`src/rtl/alu_writeback.sv`:
```
// Writeback/commit stage behind the ALU: sequences register-file writes, including the two-beat MULT result,
// and owns the architectural status register, stack pointer, stack-fault flag and retire counter.
module alu_writeback #(
  parameter logic [11:0] STACK_BASE  = 12'h000,
  parameter logic [11:0] STACK_LIMIT = 12'h0FF,
  parameter logic [7:0]  SR_RESET    = 8'h00
) (
  input  logic        CLOCK,
  input  logic        RESET,
  input  logic        in_valid,
  output logic        in_ready,
  input  logic [2:0]  in_rd,
  input  logic        in_rd_we,
  input  logic        in_is_mult,
  input  logic [15:0] in_lo,
  input  logic [15:0] in_hi,
  input  logic [7:0]  in_status,
  input  logic        in_sp_we,
  input  logic [11:0] in_sp,
  output logic        rf_we,
  output logic [2:0]  rf_waddr,
  output logic [15:0] rf_wdata,
  output logic [7:0]  status_reg,
  output logic [11:0] stack_reg,
  output logic        stack_fault,
  output logic [15:0] retire_count
);

  typedef enum logic [0:0] {
    IDLE    = 1'b0,
    MULT_HI = 1'b1
  } state_t;

  state_t      state_r;
  state_t      state_nx_s;
  logic        accept_s;
  logic        sp_ok_s;
  logic [12:0] sp_below_s;
  logic [15:0] hi_buf_r;
  logic [2:0]  hi_addr_r;
  logic        rf_we_r;
  logic [2:0]  rf_waddr_r;
  logic [15:0] rf_wdata_r;
  logic [7:0]  status_r;
  logic [11:0] stack_r;
  logic        fault_r;
  logic [15:0] retire_r;

  assign in_ready     = (state_r == IDLE);
  assign accept_s     = in_valid & in_ready;
  assign rf_we        = rf_we_r;
  assign rf_waddr     = rf_waddr_r;
  assign rf_wdata     = rf_wdata_r;
  assign status_reg   = status_r;
  assign stack_reg    = stack_r;
  assign stack_fault  = fault_r;
  assign retire_count = retire_r;

  // Unsigned bounds check; the lower bound uses a borrow so a zero base needs no always-true compare.
  always_comb begin
    sp_below_s = {1'b0, in_sp} - {1'b0, STACK_BASE};
    sp_ok_s    = ~sp_below_s[12] & (in_sp <= STACK_LIMIT);
  end

  // Next-state: only an accepted MULT that writes a register needs the extra high-word beat.
  always_comb begin
    state_nx_s = state_r;
    case (state_r)
      IDLE: begin
        if (accept_s && in_rd_we && in_is_mult) begin
          state_nx_s = MULT_HI;
        end else begin
          state_nx_s = IDLE;
        end
      end
      MULT_HI: state_nx_s = IDLE;
      default: state_nx_s = IDLE;
    endcase
  end

  // State register.
  always_ff @(posedge CLOCK or posedge RESET) begin
    if (RESET) begin
      state_r <= IDLE;
    end else begin
      state_r <= state_nx_s;
    end
  end

  // Write port sequencing and high-word buffer.
  always_ff @(posedge CLOCK or posedge RESET) begin
    if (RESET) begin
      rf_we_r    <= 1'b0;
      rf_waddr_r <= 3'd0;
      rf_wdata_r <= 16'h0000;
      hi_buf_r   <= 16'h0000;
      hi_addr_r  <= 3'd0;
    end else begin
      case (state_r)
        IDLE: begin
          if (accept_s && in_rd_we) begin
            rf_we_r    <= 1'b1;
            rf_waddr_r <= in_rd;
            rf_wdata_r <= in_lo;
            if (in_is_mult) begin
              hi_buf_r  <= in_hi;
              hi_addr_r <= in_rd + 3'd1;
            end
          end else begin
            rf_we_r <= 1'b0;
          end
        end
        MULT_HI: begin
          rf_we_r    <= 1'b1;
          rf_waddr_r <= hi_addr_r;
          rf_wdata_r <= hi_buf_r;
        end
        default: rf_we_r <= 1'b0;
      endcase
    end
  end

  // Architectural state commits once per accepted instruction; the high-word beat leaves it alone.
  always_ff @(posedge CLOCK or posedge RESET) begin
    if (RESET) begin
      status_r <= SR_RESET;
      stack_r  <= STACK_BASE;
      fault_r  <= 1'b0;
      retire_r <= 16'h0000;
    end else if (accept_s) begin
      status_r <= in_status;
      retire_r <= retire_r + 16'd1;
      if (in_sp_we) begin
        if (sp_ok_s) begin
          stack_r <= in_sp;
        end else begin
          fault_r <= 1'b1;
        end
      end
    end
  end

endmodule

```
`config.mk`:
```
export PLATFORM = sky130hd
export DESIGN_NAME = alu_writeback
export DESIGN_NICKNAME = d
export VERILOG_FILES = /design/src/rtl/alu_writeback.sv
export SDC_FILE = /design/constraint.sdc
export NUM_CORES = 1
export LEC_CHECK = 0
export BUFFER_PORTS_ARGS = -buffer_cell sky130_fd_sc_hd__buf_2
export CAP_MARGIN = 20
export CELL_PAD_IN_SITES_DETAIL_PLACEMENT = 0
export CELL_PAD_IN_SITES_GLOBAL_PLACEMENT = 1
export CORE_MARGIN = 2
export CORE_UTILIZATION = 38
export DETAILED_ROUTE_END_ITERATION = 10
export GPL_TIMING_DRIVEN = 0
export HOLD_SLACK_MARGIN = 0.03
export PLACE_DENSITY = 0.82
export SYNTH_ARGS = -nofsm -noshare
export SYNTH_HDL_FRONTEND = slang
export SYNTH_SLANG_ARGS = --single-unit
```
`constraint.sdc`:
```
create_clock -name CLOCK -period 2.9 [get_ports CLOCK]
set_input_delay 0.29 -clock CLOCK [delete_from_list [all_inputs] [get_ports CLOCK]]
set_output_delay 0.29 -clock CLOCK [all_outputs]
set_load 0.01 [all_outputs]
```
Word level (Yosys, flattened, before mapping)
Index checks and enable logic that the tools add are counted.

operators by class
  add/subtract/negate cells = 2
  order comparisons = 1
  eq/ne operators = 1
  mux-type cells = 8
  bitwise operators = 3
  reductions and logical operators = 5

operators by type and width
  cell                                                                    number
  16-bit one-hot mux with 2 select lines                                  1
  16-bit by 1-bit adder with 16-bit output, second input constant         1
  16-bit two-way mux                                                      1
  12-bit by 8-bit <= comparator with 1-bit output, second input constant  1
  3-bit AND reduction                                                     3
  3-bit one-hot mux with 2 select lines                                   1
  1-bit one-hot mux with 2 select lines                                   2
  3-bit by 1-bit adder with 3-bit output, second input constant           1
  3-bit two-way mux                                                       1
  1-bit logical AND                                                       2
  1-bit two-way mux                                                       2
  2-bit by 1-bit != test with 1-bit output, second input constant         1
  1-bit NOT                                                               2
  1-bit AND                                                               1

storage, ports and cells
  bits in registers = 77
  output and inout bits = 58
  word-level logic and storage cells = 30

Longest topological paths before layout
  depth after elaboration = 6
  gate-level depth with buffers = 7
  gate-level depth less buffers = 4

Worst setup path after synthesis
OpenSTA, ideal clock, no wires.

  kind = reg-to-reg
  from = register state_r
  to = register retire_r[15] (netlist: retire_count[15])
  setup time = 124 ps
  arrival = 1260 ps
  data required time = 2776 ps
  slack = 1515 ps
  stages on the path, launching flop included = 6
  buffers on the path = 1
  clock period less this slack = 1385 ps
  cell sequence = dfrtp_1 -> clkbuf_1 -> nand4b_4 -> nor4_2 -> nand3_1 -> xnor2_1

on the way
  longest elaborated chain between the ends = 2

RTL lines
  element                   RTL line  text
  start: declaration        34        state_t state_r;
  start signal: assignment  86        state_r <= state_nx_s;
  1-bit NOT                 -
  1-bit AND                 50        assign accept_s = in_valid & in_ready;
  end signal: assignment    132       retire_r <= retire_r + 16'd1;
  end: declaration          47        logic [15:0] retire_r;

No other way between the ends.
A chain may end at the register's enable or synchronous reset.

Final worst setup path
  from = register state_r
  to = output port in_ready

on the way
  longest elaborated chain between the ends = 1

RTL lines
  element           RTL line  text
  1-bit NOT         -
  end: declaration  11        output logic in_ready,

No other way between the ends.

==> impl_metrics.ini <==
[status]
status = completed

[cts]
clockBufferDepth = 2
h-tree-depth = 3
tritoncts = built
cts_setup_buffers = 0
clk_pin_slew_worst_paths_ns = 0.08
clock_latency_ns = 0.34
cts_inserted_buffers = 9
cts_sinks = 77
cts_root_buf = clkbuf_8

[synthesis]
synthesis.area_um2 = 3230
syn-mean-instance-area_um2 = 12.3
syn_inst = 262
ys_ff_latch = 77
ys_types = 30
yosys_warnings = 0
syn_nets = 325
seq_area_frac_synth_pct = 59.6

[finish]
final_area_um2 = 4220
stdcell_count = 504
area_growth_pct = 30.4
nets = 456
layout_commonest_cell = buf_2
final_cell_mix = buf_2 (122), dfrtp_1 (77), nand2_1 (55)
drive_gt1_share_pct = 42.2
fillers = 785
seqCellArea_um2 = 1930
fin_util_pct = 51.3
multi_input_area_um2 = 1210

[sta]
worstMarginPinSlew_ns = 0.483
fin_ws_ns = 1.21
maxSlewHeadroom_pct = 67.8
setup_viol = 0
period_needed_ns = 1.69
rsz0062_at_grt = false
finClkSkew_ns = 0.00512
fin_hold_ws_ns = 0.138
tns_ns = 0
slew_viol_final = 0
timing.final.crit_share_pct = 58.2
fmax_mhz = 592
hold_viol = 0

[routing]
wl_um = 6890
via_per_inst = 4.65
vias = 2346
wl_per_cell_um = 13.7
drc_errors = 0
ant_nets = 0
drtPass1Iterations = 4
drt_iter0_drc = 34

[worst_hold_path]
hold_path.startpoint = in_status[1]
min_path_type = input pin to flip-flop

[global_routing]
grt_max_degree = 43
use_met3_pct = 4.31
globalRouteMet2Util_pct = 23.7
grt_overflow = 0
grt_pass1_vias = 2218
grt_util_met1_pct = 19.8
grt_pass1_wl_um = 10600
grt.total_usage_pct = 15.1
busiest_layer = met2
antenna_found_initial = 1

[die]
num_rows = 33
dieHeight_um = 96.3
initial_core_util_pct = 39.4
die_area_um2 = 9270
io_pins = 119
core_area_um2 = 8220
dieWidth_um = 96.3

[placement]
place_ws_ns = 1.26
dp_hpwl_um = 5030
place_area_um2 = 3980
gp_congestion = 0.711
numPortBuffers = 118
placed_cells = 486

[power_and_ir_drop]
p_leak_nw = 2.20
vdd_ir_drop_max_mv = 0.282
finalPower_mw = 2.82
powerDensity_nw_per_um2 = 668

[setup_path]
worstReg2RegEnd = rf_wdata[14]$_DFFE_PP0P_
arrival_ns = 1.40
cp-start-kind = flip-flop
cp-end-kind = primary output
reg2reg_depth = 6
worstSetupStartpoint = state_r$_DFF_PP0_
r2r_slack_ns = 1.29
crit_fanout = 10
cp.required_ns = 2.61
path_class = flip-flop to primary output
crit_path_end = in_ready
reg2reg_from = state_r$_DFF_PP0_

[job]
drv_cap = 0
## final cells by class
cell class | instances | share of cell area, %
Sequential cell | 77 | 45.7
Multi-Input combinational cell | 168 | 28.7
Timing Repair Buffer | 120 | 14.7
Clock buffer | 13 | 3.77
Tap cell | 105 | 3.11
Buffer | 12 | 1.81
Clock inverter | 3 | 1.60
Inverter | 5 | 0.504
Antenna cell | 1 | 0.0593
## power by group
part	total, mW	internal [mW]	leakage [nW]	switching (mW)
clock	0.906	0.533	0.110	0.373
sequential	1.39	1.25	0.966	0.141
combinational	0.524	0.269	1.12	0.255
## worst max-delay path, cell delays in order, from the launching register on
cell	delay (ns)
dfrtp_1	0.32
clkbuf_1	0.17
buf_2	0.33
inv_1	0.09
buf_2	0.15
## cells in the mapped netlist, drive strengths merged
| cell | n | share of area, % |
|---|---|---|
| and3 | 3 | 0.73 |
| o21bai | 1 | 0.23 |
| o21ai | 21 | 3.2 |
| nand4 | 5 | 0.97 |
| ha | 2 | 0.77 |
| buf | 8 | 1.9 |
| a21oi | 1 | 0.15 |
| mux2 | 25 | 9.9 |
| nand4b | 1 | 0.73 |
| nand3 | 7 | 1.6 |
| dfrtp | 77 | 60 |
| and4 | 1 | 0.27 |
| nor2b | 1 | 0.19 |
| mux2i | 19 | 5.9 |
| nand2b | 1 | 0.19 |
| clkbuf | 4 | 0.46 |
| nor2 | 3 | 0.35 |
| and2 | 4 | 0.77 |
| xor2 | 5 | 1.4 |
| nand2 | 55 | 6.4 |
| nor4 | 2 | 0.77 |
| inv | 5 | 0.58 |
| xnor2 | 11 | 3.0 |
## cell families (layout without fill, tap and decap cells)
family                     after synthesis  after routing  share of synthesized area (%)
AOI/OAI and AO/OA                       23             23                           3.64
xor gates and xnor gates                16             16                           4.33
adders and majority gates                2              2                          0.774
buffers and inverters                   17            153                           2.94
DFF                                     77             77                           59.6
muxes                                   44             44                           15.7
other                                    0              1                              0
and+or+nand+nor                         83             83                           13.0
## per-layer routing
layer	up-vias	wire length [um]
met5	-	0
met4	0	89
met3	9	529
met2	79	3280
met1	1116	2990
li1	1142	-
## worst min path at each step
stage,to,cells past startpoint
floorplan,status_reg[0]$_DFFE_PP0N_,2
global placement,status_reg[4]$_DFFE_PP0N_,2
detailed placement,rf_waddr[2]$_DFFE_PP0P_,2
CTS,status_reg[1]$_DFFE_PP0N_,3
global route,status_reg[4]$_DFFE_PP0N_,3
finish,status_reg[1]$_DFFE_PP0N_,3
## timing repair
action | in CTS | in global routing
endpoints found under the setup margin | 0 | 0
resized for setup | 0 | 0
endpoints found under the hold margin | 35 | 0
hold buffers | 1 | 0
Power figures use the tool's default switching activity.
